### src/rtl/hazard_unit.sv
// hazard_unit: pipeline hazard and sequencing control for the 5-stage MIPS core.
// Drives per-stage stall/flush controls and the ID/EX forwarding selects.
// Hazard sources: load-use, branch/jump-register operand hazards, a
// multi-cycle divider (D_IDLE/D_BUSY/D_DONE), a data-memory wait FSM
// (M_IDLE/M_WAIT) and exception flush from the ME stage.
// Ports:
//   clk, rst                         clock, synchronous active-high reset
//   rsD/rtD, rsE/rtE                 ID / EX source registers
//   writeregE/M/W, regwriteE/M/W     destination register and write enable per stage
//   memtoregE/M                      stage holds a load
//   branchD, jumpregD                ID reads registers for control flow
//   isdivE                           EX holds DIV/DIVU
//   exceptM                          exception or ERET taken in ME
//   dmem_reqM, dmem_ack              data-memory request valid / request complete
//   forwardaD/bD                     ID forward from ME
//   forwardaE/bE                     EX operand select: 00 regfile, 01 WB, 10 ME
//   stallF..stallW, flushD..flushW   pipeline register hold / clear
//   div_startE                       one-cycle divider start pulse
module hazard_unit #(
  parameter int unsigned DIV_CYCLES = 36
) (
  input  logic       clk,
  input  logic       rst,
  input  logic [4:0] rsD,
  input  logic [4:0] rtD,
  input  logic [4:0] rsE,
  input  logic [4:0] rtE,
  input  logic [4:0] writeregE,
  input  logic [4:0] writeregM,
  input  logic [4:0] writeregW,
  input  logic       regwriteE,
  input  logic       regwriteM,
  input  logic       regwriteW,
  input  logic       memtoregE,
  input  logic       memtoregM,
  input  logic       branchD,
  input  logic       jumpregD,
  input  logic       isdivE,
  input  logic       exceptM,
  input  logic       dmem_reqM,
  input  logic       dmem_ack,
  output logic       forwardaD,
  output logic       forwardbD,
  output logic [1:0] forwardaE,
  output logic [1:0] forwardbE,
  output logic       stallF,
  output logic       stallD,
  output logic       stallE,
  output logic       stallM,
  output logic       stallW,
  output logic       flushD,
  output logic       flushE,
  output logic       flushM,
  output logic       flushW,
  output logic       div_startE
);

  localparam int unsigned CNT_W = (DIV_CYCLES > 2) ? $clog2(DIV_CYCLES) : 1;

  typedef enum logic [1:0] {
    D_IDLE = 2'd0,
    D_BUSY = 2'd1,
    D_DONE = 2'd2
  } divState_t;

  typedef enum logic {
    M_IDLE = 1'b0,
    M_WAIT = 1'b1
  } memState_t;

  divState_t        divState, divNext;
  memState_t        memState, memNext;
  logic [CNT_W-1:0] cnt, cntNext;

  logic memStall, divStall, lwStall, branchStall;
  logic stallEraw;

  // Raw hazard terms
  assign memStall    = dmem_reqM & ~dmem_ack & ~exceptM;
  assign divStall    = ((divState == D_IDLE) & isdivE & ~exceptM) | (divState == D_BUSY);
  assign lwStall     = memtoregE & ((rtE == rsD) | (rtE == rtD));
  assign branchStall = (branchD | jumpregD) &
                       ((regwriteE & ((writeregE == rsD) | (writeregE == rtD))) |
                        (memtoregM & ((writeregM == rsD) | (writeregM == rtD))));
  assign stallEraw   = (memStall | divStall) & ~exceptM;

  // State registers
  always_ff @(posedge clk) begin
    if (rst) begin
      divState <= D_IDLE;
      memState <= M_IDLE;
      cnt      <= '0;
    end else begin
      divState <= divNext;
      memState <= memNext;
      cnt      <= cntNext;
    end
  end

  // Next-state logic and outputs
  always_comb begin
    divNext    = divState;
    memNext    = memState;
    cntNext    = cnt;
    forwardaD  = 1'b0;
    forwardbD  = 1'b0;
    forwardaE  = 2'b00;
    forwardbE  = 2'b00;
    stallF     = 1'b0;
    stallD     = 1'b0;
    stallE     = 1'b0;
    stallM     = 1'b0;
    stallW     = 1'b0;
    flushD     = 1'b0;
    flushE     = 1'b0;
    flushM     = 1'b0;
    flushW     = 1'b0;
    div_startE = 1'b0;

    // Divider sequencing: the issue cycle plus DIV_CYCLES-2 busy cycles are
    // stalled, then D_DONE lets EX advance, for DIV_CYCLES cycles in total.
    if (exceptM) begin
      divNext = D_IDLE;
      cntNext = '0;
    end else begin
      unique case (divState)
        D_IDLE: begin
          if (isdivE && !memStall) begin
            div_startE = 1'b1;
            if (DIV_CYCLES > 2) begin
              divNext = D_BUSY;
              cntNext = CNT_W'(DIV_CYCLES - 2);
            end else begin
              divNext = D_DONE;
            end
          end
        end
        D_BUSY: begin
          if (cnt <= CNT_W'(1)) begin
            divNext = D_DONE;
            cntNext = '0;
          end else begin
            cntNext = cnt - CNT_W'(1);
          end
        end
        D_DONE:  divNext = D_IDLE;
        default: divNext = D_IDLE;
      endcase
    end

    // Data-memory handshake tracking
    if (exceptM) begin
      memNext = M_IDLE;
    end else begin
      unique case (memState)
        M_IDLE:  if (dmem_reqM && !dmem_ack) memNext = M_WAIT;
        M_WAIT:  if (dmem_ack) memNext = M_IDLE;
        default: memNext = M_IDLE;
      endcase
    end

    if (rst) begin
      div_startE = 1'b0;
    end else begin
      // Register 0 is never forwarded; ME beats WB
      forwardaD = (rsD != 5'd0) & regwriteM & (rsD == writeregM);
      forwardbD = (rtD != 5'd0) & regwriteM & (rtD == writeregM);

      if ((rsE != 5'd0) && regwriteM && (rsE == writeregM))      forwardaE = 2'b10;
      else if ((rsE != 5'd0) && regwriteW && (rsE == writeregW)) forwardaE = 2'b01;

      if ((rtE != 5'd0) && regwriteM && (rtE == writeregM))      forwardbE = 2'b10;
      else if ((rtE != 5'd0) && regwriteW && (rtE == writeregW)) forwardbE = 2'b01;

      // Exception overrides every stall
      if (!exceptM) begin
        stallW = memStall;
        stallM = memStall;
        stallE = stallEraw;
        stallD = stallEraw | lwStall | branchStall;
        stallF = stallEraw | lwStall | branchStall;
      end

      flushD = exceptM;
      flushW = exceptM;
      flushE = exceptM | ((lwStall | branchStall) & ~stallEraw);
      // M is held rather than bubbled when memory is also stalling
      flushM = exceptM | (divStall & ~memStall);
    end
  end

endmodule

### config.mk
export PLATFORM = sky130hd
export DESIGN_NAME = hazard_unit
export DESIGN_NICKNAME = d
export VERILOG_FILES = /design/src/rtl/hazard_unit.sv
export SDC_FILE = /design/constraint.sdc
export NUM_CORES = 1
export LEC_CHECK = 0
export ABC_CLOCK_PERIOD_IN_PS = 1630
export BUFFER_PORTS_ARGS = -buffer_cell sky130_fd_sc_hd__buf_2
export CAP_MARGIN = 20
export CORE_MARGIN = 4
export CORE_UTILIZATION = 42
export DETAILED_ROUTE_END_ITERATION = 6
export GPL_TIMING_DRIVEN = 0
export PLACE_DENSITY = 0.75
export SYNTH_ARGS = -nofsm -noshare
export SYNTH_HDL_FRONTEND = slang
export SYNTH_SLANG_ARGS = --single-unit
### constraint.sdc
create_clock -name clk -period 1.63 [get_ports clk]
set_clock_uncertainty 0.15 [all_clocks]
set_input_delay 0 -clock clk [delete_from_list [all_inputs] [get_ports clk]]
set_output_delay 0 -clock clk [all_outputs]
set_load 0.1 [all_outputs]
Yosys cells after proc, flatten, opt, wreduce, memory -nomap -nowiden

Index checks and enable logic that the tools add are counted.

Multiplexer cells: 27
Order comparisons: 1
$add $sub $neg: 1
Bitwise gates (word level): 31
Reductions and logical operators: 19
Eq/ne operators: 15

Operators with widths:

| operator            | number |
|---|---|
| $eq 5x5->1          | 12 |
| $reduce_bool 5->1   | 4 |
| $mux 1              | 17 |
| $and 1x1->1         | 15 |
| $mux 2              | 6 |
| $mux 6              | 2 |
| $or 1x1->1          | 12 |
| $pmux 6 s2          | 1 |
| $logic_and 1x1->1   | 9 |
| $le 6x1->1 const B  | 1 |
| $sub 6x1->6 const B | 1 |
| $ne 2x1->1 const B  | 2 |
| $not 1->1           | 4 |
| $pmux 2 s2          | 1 |
| $reduce_and 2->1    | 2 |
| $eq 2x1->1 const B  | 1 |
| $logic_not 2->1     | 1 |
| $reduce_bool 2->1   | 1 |
| $reduce_or 2->1     | 1 |
| $logic_not 1->1     | 1 |

Output and inout bits: 16
Register bits: 8
Input port bits: 48

Depth between registers and ports, before layout

Word-level depth: 10
Gate-level depth with buffers: 7

Worst setup path after synthesis

Ideal clock, no wire load.

Path kind: register to output
From: reg divState[1]
To: out flushE
Required time: 1480 ps
Setup slack: -2420 ps
Data arrival time: 3900 ps
Buffers on the path: 1
Cell stages (with the launch flop): 5
Cell sequence: dfxtp_1 clkbuf_1 o21bai_1 a21oi_1 o41ai_1

Word-level cells in the longest chain between the ends: 10

RTL lines:

| element                   | line | text |
|---|---|---|
| start, declared           | 71   | `divState_t divState, divNext;` |
| start signal, assigned    | 94   | `divState <= divNext;` |
| $logic_not 2->1           | 80   | `assign divStall = ((divState == D_IDLE) & isdivE & ~exceptM) \| (divState == D_BUSY);` |
| $and 1x1->1 (2 in series) | 80   |  |
| $or 1x1->1 (*)            | 80   |  |
| $or 1x1->1 (*)            | 85   | `assign stallEraw = (memStall \| divStall) & ~exceptM;` |
| $and 1x1->1 (*)           | 85   |  |
| $not 1->1 (*)             | 186  | `flushE = exceptM \| ((lwStall \| branchStall) & ~stallEraw);` |
| $and 1x1->1 (*)           | 186  |  |
| $or 1x1->1 (*)            | 186  |  |
| $mux 1 (*)                | 162  | `if (rst) begin` |
| end, declared             | 52   | `output logic flushE,` |

Mark *: on every way between the ends. The rest lies on a longest branch, timed or not.

Final worst setup path

From: reg divState[1]
To: out stallF

Word-level cells in the longest chain between the ends: 10

RTL lines:

| element                      | line | text |
|---|---|---|
| $logic_not 2->1              | 80   |  |
| $and 1x1->1 (2 in series)    | 80   |  |
| $or 1x1->1 (*)               | 80   |  |
| $or 1x1->1 (*)               | 85   |  |
| $and 1x1->1 (*)              | 85   |  |
| $or 1x1->1 (*) (2 in series) | 181  | `stallF = stallEraw \| lwStall \| branchStall;` |
| $mux 1 (*)                   | 176  | `if (!exceptM) begin` |
| $mux 1 (*)                   | 162  |  |
| end, declared                | 46   | `output logic stallF,` |

Marked as above.

==> flow_summary.ini <==
[synth]
syn-instance-count = 166
seq_area_frac_synth = 0.127
synth_ff_type = dfxtp_1
yosysWarningCount = 0
netlist_area_um2 = 1260
synth.distinct_cells = 39
synth_seq_cells = 8
ys_async_sr_fraction = 0
synth_edf_count = 0
syn_avg_cell_area_um2 = 7.60
syn-num-nets = 216

[drt]
post-route-drc-count = 0
num_vias = 1346
first_pass_iters = 4
wl_um = 3620
postRouteAntennaNets = 0
post_drt_wl_per_cell_um = 14.0
vias_per_cell = 5.22
dr.first_iter.drc_count = 42

[die]
initial_core_util = 0.450
io_pins = 64
die_y_um = 62.8
fp.dieW_um = 62.8
num_rows = 19
core_um2 = 2810
dieArea_um2 = 3940

[setup_path]
worstReg2RegStart = cnt[2]$_SDFFE_PP0P_
startpoint = divState[1]$_SDFFE_PP0P_
start_kind = flip-flop
cp.required_ps = 1480
arrival_ps = 1560
critPathMaxFanout = 3
end_kind = output pin
worst-setup-path-type = flip-flop to output pin

[pwr]
p_int_mw = 0.545
pwr-share-comb = 0.623
p_leak_nw = 0.734
power-per-cell-area_nw_per_um2 = 505
p_seq_frac = 0.216
switching_share = 0.448
clockPowerShare = 0.162
peakVddDrop_uv = 200
p_sw_mw = 0.443

[timing]
rsz0062_at_grt = yes
timing.slew.headroom = 0.673
period_share = 1.05
finalHoldViolCount = 0
holdWs_ps = 42.5
fin_setup_tns_ps = -209
finalSetupViolations = 4
tightest_slew_ps = 493
setup_ws_ps = -84.3
fmax_ghz = 0.583
drv_slew = 0
fin_crit_ps = 1710

[outcome]
violations = setup timing
status = finished, violations left

[min_path]
hold_class = input pin to flip-flop
min_from = rst

[clocking]
path_clk_slew_ps = 50
clock_sinks = 8
cts_tree = yes
cts_root_buf = clkbuf_4
cts.htree.levels = 1
cts_buffer_depth = 2
cts_buffers = 3
clock_latency_ps = 260

[global_route]
grt_pass1_vias = 1421
use_met2 = 0.338
track_usage = 0.190
grt-busiest-layer = met2
grt_util_met1 = 0.228
grt_max_degree = 11
use_met3 = 0.0234
antenna_found_initial = 0
grt_pass1_wl_um = 6260
overflow = 0

[layout]
seq_area_um2 = 170
final_cell_mix = xnor2_1, buf_2, nor2_1
n_antenna_cell = 0
drive_above_1_share = 0.498
syn2layout_area_growth_pct = 55.2
nFillCells = 248
layout.nets = 279
multi_input_area_um2 = 1260

[job]
maxCapViolCount = 0

[place]
dp_hpwl_um = 2960
io_buffer_count = 55
gp_congestion = 0.868
pre_cts_slack_ps = -292
-- final timing paths --
path	depth (start not counted)	end	slack, ps
max reg2reg	5	cnt[5]$_SDFFE_PP0P_	-20
min reg2reg	2	cnt[1]$_SDFFE_PP0P_	380
min	3	cnt[5]$_SDFFE_PP0P_	40
max	7	stallF	-80
-- Yosys cell counts, types with 2 or more instances --
| cell | instances | area share |
|---|---|---|
| or2_2 | 2 | 0.0099 |
| xnor2_1 | 48 | 0.33 |
| nor3_1 | 5 | 0.020 |
| a21oi_1 | 3 | 0.012 |
| nor4_1 | 4 | 0.020 |
| or3_1 | 3 | 0.015 |
| o22ai_1 | 3 | 0.015 |
| nand2b_1 | 2 | 0.0099 |
| nand3_1 | 4 | 0.016 |
| buf_2 | 4 | 0.016 |
| dfxtp_1 | 8 | 0.13 |
| nor2_1 | 15 | 0.045 |
| buf_4 | 3 | 0.018 |
| ha_1 | 2 | 0.020 |
| nor2b_1 | 7 | 0.035 |
| xor2_1 | 6 | 0.042 |
| inv_1 | 2 | 0.0060 |
| a31oi_1 | 2 | 0.0099 |
| clkbuf_1 | 5 | 0.015 |
| or4_1 | 3 | 0.018 |
| nand4_1 | 6 | 0.030 |
| nor3_2 | 2 | 0.016 |
| o21ai_0 | 4 | 0.016 |
| nand2_1 | 8 | 0.024 |
-- metrics by stage --
| step | power (mW) | std cells | cell area, um2 | utilization |
|---|---|---|---|---|
| after detailed placement | 0.791 | 252 | 1810 | 0.647 |
| after floorplan | 0.652 | 166 | 1500 | - |
| final | 0.989 | 258 | 1960 | 0.698 |
| after global routing | 1.05 | 258 | 1960 | 0.698 |
| after CTS | 0.980 | 258 | 1930 | 0.687 |
| after global placement | 0.784 | 252 | 1810 | 0.647 |
-- worst max-delay path, cell delays in order, from the launching register on --
cell	delay, ps
dfxtp_4	340
o21bai_4	180
a21oi_4	150
nor2b_4	190
a31oi_4	50
o31ai_4	100
buf_12	140
buf_12	160
-- power by group through the flow --
stage	clock (mW)	sequential, mW	combinational [mW]
after floorplan	0	0.218	0.434
after detailed placement	0	0.220	0.570
final	0.160	0.213	0.616
after global routing	0.171	0.215	0.665
after global placement	0	0.220	0.564
after CTS	0.161	0.213	0.606
-- final cells by class --
type	count	area share
Tap cell	31	0.0198
Sequential cell	8	0.0870
Multi-Input combinational cell	143	0.643
Inverter	2	0.00384
Timing Repair Buffer	59	0.186
Buffer	12	0.0492
Clock buffer	3	0.0115
-- registers in the layout, summed over array words and instances (netlist names) --
signal and count:
divState 2, cnt 6
-- metal layers --
metal | vias to the layer above | wire length, um
met1 | 607 | 1480
met5 | - | 0
met2 | 38 | 1900
met3 | 9 | 168
li1 | 692 | -
met4 | 0 | 72
-- timing repair --
action / in CTS / in global routing
setup buffers: 3 / 0
pin swaps: 11 / 4
setup endpoints to repair: 14 / 15
resized for setup: 23 / 12
cloned: 0 / 0
hold endpoints to repair: 1 / 0
hold buffers: 1 / 0
-- cell families (layout without fill, tap and decap cells) --
logic type / count (synthesis) / in the layout / share of synthesized area
and+or+nand+nor: 67 / 67 / 0.307
xor gates and xnor gates: 54 / 54 / 0.375
AOI/OAI and AO/OA: 20 / 20 / 0.108
buffers and inverters: 15 / 76 / 0.0635
DFF: 8 / 8 / 0.127
adders and majority gates: 2 / 2 / 0.0198
(Power assumes the default switching activity.)
